==> src/rtl/riscv_pipe_pkg.sv <==
// Shared pipeline definitions for the RISC-V pipeline register stages:
// default widths, writeback-select encoding and the EX/MEM payload layout.
package riscv_pipe_pkg;

    localparam int XLEN_DEF   = 32;
    localparam int REG_AW_DEF = 5;

    // ResultSrc encoding used by the writeback mux
    localparam logic [1:0] RES_ALU = 2'd0;
    localparam logic [1:0] RES_MEM = 2'd1;
    localparam logic [1:0] RES_PC4 = 2'd2;

    // EX/MEM payload at the default widths; stages built with other widths
    // keep this field order so the packed layout stays compatible.
    typedef struct packed {
        logic [XLEN_DEF-1:0]   alu_result;
        logic [XLEN_DEF-1:0]   write_data;
        logic [XLEN_DEF-1:0]   pc_plus4;
        logic [REG_AW_DEF-1:0] rd;
        logic                  reg_write;
        logic                  mem_write;
        logic [1:0]            result_src;
    } ex_mem_payload_t;

    // Packed payload width for a given datapath / register-index width
    function automatic int payload_w(input int xlen, input int reg_aw);
        return 3 * xlen + reg_aw + 4;
    endfunction

endpackage

==> src/rtl/pipe_skid_buf.sv <==
// Two-entry skid buffer for a valid/ready pipeline register.
// The output entry is the visible one; the skid entry catches the word that
// arrives during the first backpressure cycle. in_ready depends only on the
// skid register (and reset), never on out_ready.
module pipe_skid_buf #(
    parameter int W = 8
) (
    input  logic         clk,
    input  logic         reset,
    input  logic         flush,
    input  logic         in_valid,
    output logic         in_ready,
    input  logic [W-1:0] in_data,
    output logic         out_valid,
    input  logic         out_ready,
    output logic [W-1:0] out_data
);

    logic         skid_valid;
    logic [W-1:0] skid_data;
    logic         accept;
    logic         pop;

    assign in_ready = reset && !skid_valid;
    assign accept   = in_valid && in_ready;
    assign pop      = out_valid && out_ready;

    // Output and skid registers: refill the output from skid first, then from
    // the input; park an input word in skid when the output is stalled.
    always_ff @(posedge clk) begin
        if (!reset) begin
            out_valid  <= 1'b0;
            skid_valid <= 1'b0;
            out_data   <= '0;
            skid_data  <= '0;
        end else if (flush) begin
            out_valid  <= 1'b0;
            skid_valid <= 1'b0;
        end else if (!out_valid || pop) begin
            if (skid_valid) begin
                out_data   <= skid_data;
                out_valid  <= 1'b1;
                skid_valid <= 1'b0;
            end else if (accept) begin
                out_data  <= in_data;
                out_valid <= 1'b1;
            end else begin
                out_valid <= 1'b0;
            end
        end else if (accept) begin
            skid_data  <= in_data;
            skid_valid <= 1'b1;
        end
    end

endmodule

==> src/rtl/ex_mem_stage.sv <==
// EX/MEM pipeline register with valid/ready handshake, flush, write-enable
// qualification and a saturating backpressure counter.
// Build option: define EX_MEM_SKID_EN for a two-entry skid buffer with a
// registered in_ready; otherwise a single entry with combinational in_ready.
module ex_mem_stage
    import riscv_pipe_pkg::*;
#(
    parameter int XLEN   = XLEN_DEF,
    parameter int REG_AW = REG_AW_DEF,
    parameter int CNT_W  = 16
) (
    input  logic              clk,
    input  logic              reset,
    input  logic              flush,
    input  logic              in_valid,
    output logic              in_ready,
    input  logic [XLEN-1:0]   ALUResultE,
    input  logic [XLEN-1:0]   WriteDataE,
    input  logic [REG_AW-1:0] RdE,
    input  logic [XLEN-1:0]   PCPlus4E,
    input  logic              RegWriteE,
    input  logic              MemWriteE,
    input  logic [1:0]        ResultSrcE,
    output logic              out_valid,
    input  logic              out_ready,
    output logic [XLEN-1:0]   ALUResultM,
    output logic [XLEN-1:0]   WriteDataM,
    output logic [XLEN-1:0]   PCPlus4M,
    output logic [REG_AW-1:0] RdM,
    output logic              RegWriteM,
    output logic              MemWriteM,
    output logic [1:0]        ResultSrcM,
    output logic [CNT_W-1:0]  stall_cnt
);

    // Same field order as ex_mem_payload_t, sized by this instance's parameters
    typedef struct packed {
        logic [XLEN-1:0]   alu_result;
        logic [XLEN-1:0]   write_data;
        logic [XLEN-1:0]   pc_plus4;
        logic [REG_AW-1:0] rd;
        logic              reg_write;
        logic              mem_write;
        logic [1:0]        result_src;
    } stage_payload_t;

    stage_payload_t pay_in;
    stage_payload_t pay_q;
    logic           valid_q;

    assign pay_in = '{alu_result: ALUResultE, write_data: WriteDataE,
                      pc_plus4: PCPlus4E, rd: RdE, reg_write: RegWriteE,
                      mem_write: MemWriteE, result_src: ResultSrcE};

`ifdef EX_MEM_SKID_EN
    localparam int PW = payload_w(XLEN, REG_AW);

    pipe_skid_buf #(
        .W (PW)
    ) u_skid (
        .clk       (clk),
        .reset     (reset),
        .flush     (flush),
        .in_valid  (in_valid),
        .in_ready  (in_ready),
        .in_data   (pay_in),
        .out_valid (valid_q),
        .out_ready (out_ready),
        .out_data  (pay_q)
    );
`else
    assign in_ready = reset && (out_ready || !valid_q);

    // Single-entry register: flush beats a simultaneous load, a load replaces
    // a departing entry, otherwise the entry drains when MEM accepts it.
    always_ff @(posedge clk) begin
        if (!reset) begin
            valid_q <= 1'b0;
            pay_q   <= '0;
        end else if (flush) begin
            valid_q <= 1'b0;
        end else if (in_valid && in_ready) begin
            valid_q <= 1'b1;
            pay_q   <= pay_in;
        end else if (out_ready) begin
            valid_q <= 1'b0;
        end
    end
`endif

    assign out_valid  = valid_q;
    assign ALUResultM = pay_q.alu_result;
    assign WriteDataM = pay_q.write_data;
    assign PCPlus4M   = pay_q.pc_plus4;
    assign RdM        = pay_q.rd;
    assign ResultSrcM = pay_q.result_src;
    // Writes only leave with a valid entry; x0 is never written
    assign RegWriteM  = valid_q && pay_q.reg_write && (pay_q.rd != '0);
    assign MemWriteM  = valid_q && pay_q.mem_write;

    // Count backpressure cycles, holding at all-ones instead of wrapping
    always_ff @(posedge clk) begin
        if (!reset) begin
            stall_cnt <= '0;
        end else if (valid_q && !out_ready && (stall_cnt != {CNT_W{1'b1}})) begin
            stall_cnt <= stall_cnt + {{(CNT_W-1){1'b0}}, 1'b1};
        end
    end

endmodule

==> config.mk <==
export PLATFORM = sky130hd
export DESIGN_NAME = ex_mem_stage
export DESIGN_NICKNAME = d
export VERILOG_FILES = /design/src/rtl/riscv_pipe_pkg.sv /design/src/rtl/pipe_skid_buf.sv /design/src/rtl/ex_mem_stage.sv
export SDC_FILE = /design/constraint.sdc
export NUM_CORES = 1
export LEC_CHECK = 0
export CAP_MARGIN = 10
export CORE_MARGIN = 2
export CORE_UTILIZATION = 44
export CTS_BUF_LIST = sky130_fd_sc_hd__clkbuf_4 sky130_fd_sc_hd__clkbuf_8
export CTS_CLUSTER_SIZE = 12
export DETAILED_ROUTE_END_ITERATION = 10
export PLACE_DENSITY = 0.88
export SYNTH_ARGS = -nofsm -noshare
export SYNTH_HDL_FRONTEND = slang
export SYNTH_SLANG_ARGS = --single-unit
==> constraint.sdc <==
create_clock -name clk -period 2.3 [get_ports clk]
set_input_delay 0.575 -clock clk [delete_from_list [all_inputs] [get_ports clk]]
set_output_delay 0.575 -clock clk [all_outputs]
set_load 0.01 [all_outputs]
==> impl_metrics.xml, run 1 <==
<?xml version="1.0" encoding="UTF-8"?>
<metrics>
  <group name="timing">
    <metric name="unrepaired_setup_endpoints_after_global_routing" unit="">no</metric>
    <metric name="worst-slew-pin-transition" unit="ns">0.677</metric>
    <metric name="clock-skew-final" unit="ns">0.00797</metric>
    <metric name="post-route-worst-setup-slack" unit="ns">0.124</metric>
    <metric name="timing_hold_violations_final" unit="">0</metric>
    <metric name="finalWorstPathRequiredPeriod" unit="ns">2.18</metric>
    <metric name="final_period_util" unit="%">94.6</metric>
    <metric name="maxSlewViolCount" unit="">0</metric>
    <metric name="upper_clock_frequency_limit" unit="GHz">0.460</metric>
    <metric name="max_slew_margin" unit="%">54.9</metric>
    <metric name="timing.setup.tns" unit="ns">0</metric>
    <metric name="timing.final.setup_violations" unit="">0</metric>
  </group>
  <group name="synthesis">
    <metric name="synth_top_family_by_area" unit="">simple AND/OR/NAND/NOR gates</metric>
    <metric name="yosys_warnings" unit="">0</metric>
    <metric name="most_frequently_used_flop_master_after_synthesis" unit="">sky130_fd_sc_hd__dfxtp_1</metric>
    <metric name="ys_seq_elements" unit="">122</metric>
    <metric name="synth_simple_gate_area_share" unit="%">21.3</metric>
    <metric name="synthXorXnorAreaFrac" unit="%">0</metric>
    <metric name="synth_compound_gate_area_share" unit="%">13.5</metric>
    <metric name="synth_area" unit="µm²">5300</metric>
    <metric name="synth.yosys.seq_area_share" unit="%">46.1</metric>
    <metric name="number_of_enable_flip_flop_cells_after_synthesis" unit="">0</metric>
    <metric name="synthesis.nets" unit="">782</metric>
    <metric name="synth.area.mux_share" unit="%">0.567</metric>
    <metric name="ys_async_sr_fraction" unit="%">0</metric>
    <metric name="synthesis.area_per_instance" unit="µm²">7.90</metric>
    <metric name="synth_cell_types" unit="">35</metric>
    <metric name="synthesis.instances" unit="">671</metric>
    <metric name="yosys.area_share.adder" unit="%">0.236</metric>
  </group>
  <group name="floorplan">
    <metric name="fp-row-count" unit="">40</metric>
    <metric name="die_width" unit="µm">114</metric>
    <metric name="initial_core_util" unit="%">44.7</metric>
    <metric name="fp.coreArea" unit="µm²">11900</metric>
    <metric name="floorplan.die.height" unit="µm">114</metric>
    <metric name="floorplan.io_pins" unit="">233</metric>
    <metric name="dieArea" unit="µm²">12900</metric>
  </group>
  <group name="layout">
    <metric name="num_antenna_cells" unit="">0</metric>
    <metric name="syn_to_final_growth" unit="%">40.4</metric>
    <metric name="mostFrequentLayoutCells" unit="">230 x sky130_fd_sc_hd__clkdlybuf4s50_1, 218 x sky130_fd_sc_hd__nand2_1, 122 x sky130_fd_sc_hd__dfxtp_1</metric>
    <metric name="post_route_cell_area" unit="µm²">7440</metric>
    <metric name="final_common_cell" unit="">sky130_fd_sc_hd__clkdlybuf4s50_1</metric>
    <metric name="layout.cells.non_filler" unit="">952</metric>
    <metric name="final_net_count" unit="">903</metric>
    <metric name="final_util" unit="%">62.7</metric>
    <metric name="post_route_cells_drive_above_1_share" unit="%">6.46</metric>
  </group>
  <group name="worst_setup_path">
    <metric name="critical_path_class" unit="">in -&gt; out</metric>
    <metric name="crit_arrival" unit="ns">1.60</metric>
    <metric name="worst_r2r_path_depth" unit="">6</metric>
    <metric name="setup.worst_path.start_class" unit="">input pin</metric>
    <metric name="path_max_fanout" unit="">2</metric>
    <metric name="setup.worst_path.end_class" unit="">output port</metric>
    <metric name="reg2reg_to" unit="">stall_cnt[2]</metric>
    <metric name="timing.critical_path.required" unit="ns">1.73</metric>
    <metric name="r2r-start" unit="">stall_cnt[0]</metric>
    <metric name="reg_to_reg_slack_setup" unit="ns">0.50</metric>
  </group>
  <group name="cts">
    <metric name="ctsLongestPathBuffers" unit="">2</metric>
    <metric name="cts-buffers-inserted" unit="">17</metric>
    <metric name="cts-hold-fix-buffers" unit="">0</metric>
    <metric name="clkTransAtPathRegs" unit="ns">0.08</metric>
    <metric name="clock-sinks" unit="">122</metric>
    <metric name="clock_insertion_delay_worst_skew" unit="ns">0.43</metric>
    <metric name="htree_num_levels" unit="">4</metric>
    <metric name="clockRootBuffer" unit="">sky130_fd_sc_hd__clkbuf_8</metric>
    <metric name="clock_tree_from_tritoncts" unit="">yes</metric>
  </group>
  <group name="placed_design">
    <metric name="place.detailed.hpwl" unit="mm">8.85</metric>
    <metric name="numPlacedInstances" unit="">920</metric>
    <metric name="gp_congestion" unit="">0.783</metric>
    <metric name="placement.cell_area" unit="µm²">7020</metric>
    <metric name="port_buffers" unit="">232</metric>
    <metric name="post_place_setup_slack" unit="ns">-0.171</metric>
  </group>
  <group name="detailed_routing">
    <metric name="via_per_inst" unit="">4.88</metric>
    <metric name="drtAntennaViolNets" unit="">0</metric>
    <metric name="drt_pre_antenna_iters" unit="">5</metric>
    <metric name="residual_drc" unit="">0</metric>
    <metric name="detail_route.wirelength" unit="mm">13.0</metric>
    <metric name="detailroute.via_count" unit="">4641</metric>
    <metric name="post_drt_wl_per_cell" unit="µm">13.7</metric>
    <metric name="drt_first_iter_violations" unit="">356</metric>
  </group>
  <group name="global_routing">
    <metric name="number_of_antenna_violations_at_the_first_check_in_global_routing" unit="">0</metric>
    <metric name="first_global_vias" unit="">4149</metric>
    <metric name="grt_pass1_wl" unit="mm">20.1</metric>
    <metric name="grt_use_total" unit="%">19.5</metric>
    <metric name="pin_count_of_the_biggest_net_entering_global_routing" unit="">65</metric>
    <metric name="overflow" unit="">0</metric>
  </group>
  <group name="worst_hold_path">
    <metric name="hold_end" unit="">pay_q[2]</metric>
    <metric name="min_delay_path_depth" unit="">2</metric>
    <metric name="hold_path_class" unit="">reg -&gt; reg</metric>
    <metric name="hp-start" unit="">pay_q[2]</metric>
  </group>
  <group name="power">
    <metric name="power.ir.vdd_worst" unit="mV">0.420</metric>
    <metric name="static_power_due_to_leakage" unit="µW">0.00256</metric>
    <metric name="power_dens_cells" unit="nW/µm²">639</metric>
  </group>
  <group name="run">
    <metric name="drv.max_cap_violation_count" unit="">0</metric>
  </group>
  <group name="outcome">
    <metric name="status" unit="">finished, final reports clean</metric>
  </group>
</metrics>
worst max path at each step:
stage,from,endpoint,slack [ns],depth (start not counted)
2_1_floorplan,stall_cnt[0],stall_cnt[2],0.63,6
3_3_place_gp,reset,in_ready,-0.16,4
3_5_place_dp,reset,in_ready,-0.17,4
4_1_cts,RdM[4],RegWriteM,0.03,3
5_1_grt,reset,in_ready,0.07,4
6_report,reset,in_ready,0.12,4
critical path, stage by stage:
cell,delay [ns]
sky130_fd_sc_hd__clkdlybuf4s50_1,0.50
sky130_fd_sc_hd__clkinv_2,0.06
sky130_fd_sc_hd__nor2_1,0.15
sky130_fd_sc_hd__dlygate4sd2_1,0.31
cell usage after synthesis, drive strengths merged (2+ instances only):
cell | instances | share of area [%]
a21oi | 116 | 11
and3 | 2 | 0.24
and4 | 3 | 0.50
buf | 120 | 16
clkbuf | 23 | 1.6
dfxtp | 122 | 46
inv | 4 | 0.28
mux2i | 3 | 0.57
nand2 | 218 | 15
nand2b | 5 | 0.59
nand3 | 10 | 1.2
nand4 | 5 | 0.59
nor2 | 2 | 0.14
nor2b | 2 | 0.24
nor3 | 4 | 0.47
o21ai | 3 | 0.28
o311a | 2 | 0.38
o31ai | 7 | 0.99
or3 | 3 | 0.35
or4 | 7 | 0.99
cell families (layout without fill, tap and decap cells):
kind of cell,count (synthesis),after routing
flops,122,122
compound gates,134,134
mux,3,3
simple gates,264,264
buf+inv,147,281
fa+ha+maj,1,1
per-layer routing:
layer  vias up  part of all wire [%]  GRT usage [%]
met5         -                     0              0
met4         0                   1.2           7.56
met3        18                   8.4           6.64
met2       176                    48           32.3
met1      2102                    42           23.4
li1       2345                     -              -
per-stage QoR:
stage | hold WS [ns] | total power [µW]
6_report | 0.452 | 4750
3_5_place_dp | 0.445 | 2790
2_1_floorplan | 0.432 | 2500
4_1_cts | 0.455 | 4810
3_3_place_gp | 0.440 | 2780
5_1_grt | 0.470 | 4940
power by group:
part / leakage [µW] / switching [µW] / total (µW) / internal [µW]
clock: 0.000218 / 833 / 2020 / 1180
sequential: 0.000990 / 32.3 / 2210 / 2170
combinational: 0.00135 / 210 / 531 / 321
repair_timing:
| item | 4_1_cts | 5_1_grt |
|---|---|---|
| endpoints found under the setup margin | 2 | 1 |
| pin swaps | 0 | 0 |
| gates resized for setup | 3 | 1 |
| buffers inserted | 0 | 0 |
layout make-up:
cell class | count | area (µm²)
clock inverter | 11 | 143
timing repair buffer | 245 | 2460
inverter | 4 | 16.3
multi-input combinational | 402 | 1900
sequential | 122 | 2440
clock buffer | 21 | 289
tap | 147 | 184
fill | 979 | 4420
flip-flops by register name (all words and copies together) (netlist names):
register / count
ResultSrcM: 2
WriteDataM: 32
ALUResultM: 32
out_valid: 1
RdM: 5
stall_cnt: 16
PCPlus4M: 32
pay_q: 2
Note: power is estimated with default switching activity, not from simulation.
==> run 2, diff against run 1 <==
--- a/config.mk
+++ b/config.mk
@@ -5,13 +5,15 @@
 export SDC_FILE = /design/constraint.sdc
 export NUM_CORES = 1
 export LEC_CHECK = 0
-export CAP_MARGIN = 10
+export CAP_MARGIN = 20
 export CORE_MARGIN = 2
 export CORE_UTILIZATION = 44
 export CTS_BUF_LIST = sky130_fd_sc_hd__clkbuf_4 sky130_fd_sc_hd__clkbuf_8
 export CTS_CLUSTER_SIZE = 12
 export DETAILED_ROUTE_END_ITERATION = 10
+export GPL_ROUTABILITY_DRIVEN = 0
 export PLACE_DENSITY = 0.88
+export REMOVE_ABC_BUFFERS = 1
 export SYNTH_ARGS = -nofsm -noshare
 export SYNTH_HDL_FRONTEND = slang
 export SYNTH_SLANG_ARGS = --single-unit
==> impl_metrics.xml, run 2 (synthesized netlist as in run 1, its figures left out) <==
<?xml version="1.0" encoding="UTF-8"?>
<metrics>
  <group name="timing">
    <metric name="final_period_util" unit="%">96.8</metric>
    <metric name="maxSlewViolCount" unit="">0</metric>
    <metric name="finalWorstPathRequiredPeriod" unit="ns">2.23</metric>
    <metric name="clock-skew-final" unit="ns">0.00860</metric>
    <metric name="worst-slew-pin-transition" unit="ns">0.659</metric>
    <metric name="unrepaired_setup_endpoints_after_global_routing" unit="">no</metric>
    <metric name="final.hold.worst_slack" unit="ns">0.451</metric>
    <metric name="max_slew_margin" unit="%">56.0</metric>
    <metric name="timing.final.setup_violations" unit="">0</metric>
    <metric name="upper_clock_frequency_limit" unit="GHz">0.449</metric>
    <metric name="post-route-worst-setup-slack" unit="ns">0.0745</metric>
    <metric name="timing_hold_violations_final" unit="">0</metric>
  </group>
  <group name="detailed_routing">
    <metric name="residual_drc" unit="">0</metric>
    <metric name="post_drt_wl_per_cell" unit="µm">14.0</metric>
    <metric name="drtAntennaViolNets" unit="">0</metric>
    <metric name="detailroute.via_count" unit="">4658</metric>
    <metric name="drt_pre_antenna_iters" unit="">6</metric>
    <metric name="via_per_inst" unit="">4.89</metric>
    <metric name="drt_first_iter_violations" unit="">261</metric>
    <metric name="detail_route.wirelength" unit="mm">13.3</metric>
  </group>
  <group name="cts">
    <metric name="htree_num_levels" unit="">4</metric>
    <metric name="cts.repair_timing.setup_buffer_count" unit="">0</metric>
    <metric name="clkTransAtPathRegs" unit="ns">0.07</metric>
    <metric name="clockRootBuffer" unit="">sky130_fd_sc_hd__clkbuf_8</metric>
    <metric name="cts-buffers-inserted" unit="">17</metric>
    <metric name="clock-sinks" unit="">122</metric>
    <metric name="clock_insertion_delay_worst_skew" unit="ns">0.42</metric>
    <metric name="clock_tree_from_tritoncts" unit="">yes</metric>
    <metric name="ctsLongestPathBuffers" unit="">2</metric>
  </group>
  <group name="floorplan">
    <metric name="fp.coreArea" unit="µm²">11900</metric>
    <metric name="die_width" unit="µm">114</metric>
    <metric name="floorplan.die.height" unit="µm">114</metric>
    <metric name="floorplan.io_pins" unit="">233</metric>
    <metric name="dieArea" unit="µm²">12900</metric>
    <metric name="fp-row-count" unit="">40</metric>
    <metric name="initial_core_util" unit="%">44.7</metric>
  </group>
  <group name="power">
    <metric name="internal_power_of_the_cells" unit="µW">3680</metric>
    <metric name="power_dens_cells" unit="nW/µm²">634</metric>
    <metric name="combinationalPowerShare" unit="%">11.3</metric>
    <metric name="share_clk_of_total_power" unit="%">41.9</metric>
    <metric name="power.ir.vdd_worst" unit="mV">0.392</metric>
    <metric name="static_power_due_to_leakage" unit="µW">0.00257</metric>
    <metric name="sw_frac_of_total" unit="%">22.1</metric>
    <metric name="power.share.sequential" unit="%">46.7</metric>
    <metric name="switchingPower" unit="µW">1040</metric>
  </group>
  <group name="global_routing">
    <metric name="grt_use_total" unit="%">20.7</metric>
    <metric name="first_global_vias" unit="">4382</metric>
    <metric name="grt_pass1_wl" unit="mm">21.4</metric>
    <metric name="overflow" unit="">0</metric>
    <metric name="pin_count_of_the_biggest_net_entering_global_routing" unit="">61</metric>
    <metric name="number_of_antenna_violations_at_the_first_check_in_global_routing" unit="">0</metric>
  </group>
  <group name="worst_setup_path">
    <metric name="critical_path_class" unit="">reg -&gt; out</metric>
    <metric name="timing.critical_path.required" unit="ns">1.73</metric>
    <metric name="crit_arrival" unit="ns">1.65</metric>
    <metric name="reg_to_reg_slack_setup" unit="ns">0.51</metric>
    <metric name="setup.worst_path.end_class" unit="">output port</metric>
    <metric name="path_max_fanout" unit="">3</metric>
    <metric name="setup.worst_path.start_class" unit="">register</metric>
  </group>
  <group name="layout">
    <metric name="final_net_count" unit="">905</metric>
    <metric name="syn_to_final_growth" unit="%">40.5</metric>
    <metric name="post_route_cells_drive_above_1_share" unit="%">6.45</metric>
    <metric name="final_util" unit="%">62.8</metric>
    <metric name="final_common_cell" unit="">sky130_fd_sc_hd__clkdlybuf4s50_1</metric>
    <metric name="post_route_cell_area" unit="µm²">7440</metric>
    <metric name="num_antenna_cells" unit="">0</metric>
    <metric name="mostFrequentLayoutCells" unit="">230 x sky130_fd_sc_hd__clkdlybuf4s50_1, 218 x sky130_fd_sc_hd__nand2_1, 122 x sky130_fd_sc_hd__dfxtp_1</metric>
    <metric name="number_of_fillers_in_the_final_layout" unit="">1008</metric>
  </group>
  <group name="placed_design">
    <metric name="post_place_setup_slack" unit="ns">-0.0839</metric>
    <metric name="placement.cell_area" unit="µm²">7030</metric>
    <metric name="place.detailed.hpwl" unit="mm">9.28</metric>
    <metric name="port_buffers" unit="">232</metric>
  </group>
  <group name="outcome">
    <metric name="status" unit="">finished, final reports clean</metric>
  </group>
  <group name="worst_hold_path">
    <metric name="hold_path_class" unit="">reg -&gt; reg</metric>
  </group>
  <group name="run">
    <metric name="drv.max_cap_violation_count" unit="">0</metric>
  </group>
</metrics>
run 2: final timing paths:
check | from | depth (start not counted) | end
hold reg to reg | ResultSrcM[1] | 2 | ResultSrcM[1]
setup / recovery | RdM[4] | 3 | RegWriteM
setup reg to reg | stall_cnt[0] | 6 | stall_cnt[2]
hold / removal | ResultSrcM[1] | 2 | ResultSrcM[1]
run 2: area by class of cell:
class	count	area, µm²	area share, %
repair buffers	247	2480	33.4
clock inverters	8	118	1.58
multi-input cells	402	1900	25.6
clock buffers	23	298	4.00
well taps	147	184	2.47
inverters	4	16.3	0.218
flip-flops and latches	122	2440	32.8
run 2: power by group through the flow:
| stage | Combinational (µW) | Clock [µW] | Sequential [µW] |
|---|---|---|---|
| after detailed placement | 537 | 0 | 2260 |
| after global routing | 579 | 2120 | 2210 |
| after floorplan | 130 | 0 | 2280 |
| final | 536 | 1980 | 2210 |
| after CTS | 540 | 2030 | 2210 |
| after global placement | 531 | 0 | 2250 |
run 2: repair_timing:
action	CTS	global route
resized for setup	3	0
hold endpoints to repair	0	0
hold buffers	0	0
setup endpoints to repair	2	0
run 2: routing by layer:
layer	wire length, µm	global-route usage, %	vias to the layer above
met1	5240	22.9	2108
li1	-	-	2339
met2	6610	35.5	186
met4	263	7.56	0
met5	0	0	-
met3	1200	9.14	25
run 2: worst max-delay path, stage by stage, from the launching register on:
cell and delay (ns):
sky130_fd_sc_hd__dfxtp_1 0.33, sky130_fd_sc_hd__or3_1 0.37, sky130_fd_sc_hd__o311a_1 0.29, sky130_fd_sc_hd__clkdlybuf4s15_1 0.25
run 2: through the flow:
step | instances | power (µW) | TNS [ns]
2_1_floorplan | 528 | 2410 | -100.97
3_3_place_gp | 922 | 2780 | -0.0460
3_5_place_dp | 922 | 2790 | -0.0839
4_1_cts | 953 | 4780 | 0
5_1_grt | 953 | 4920 | 0
6_report | 953 | 4720 | 0
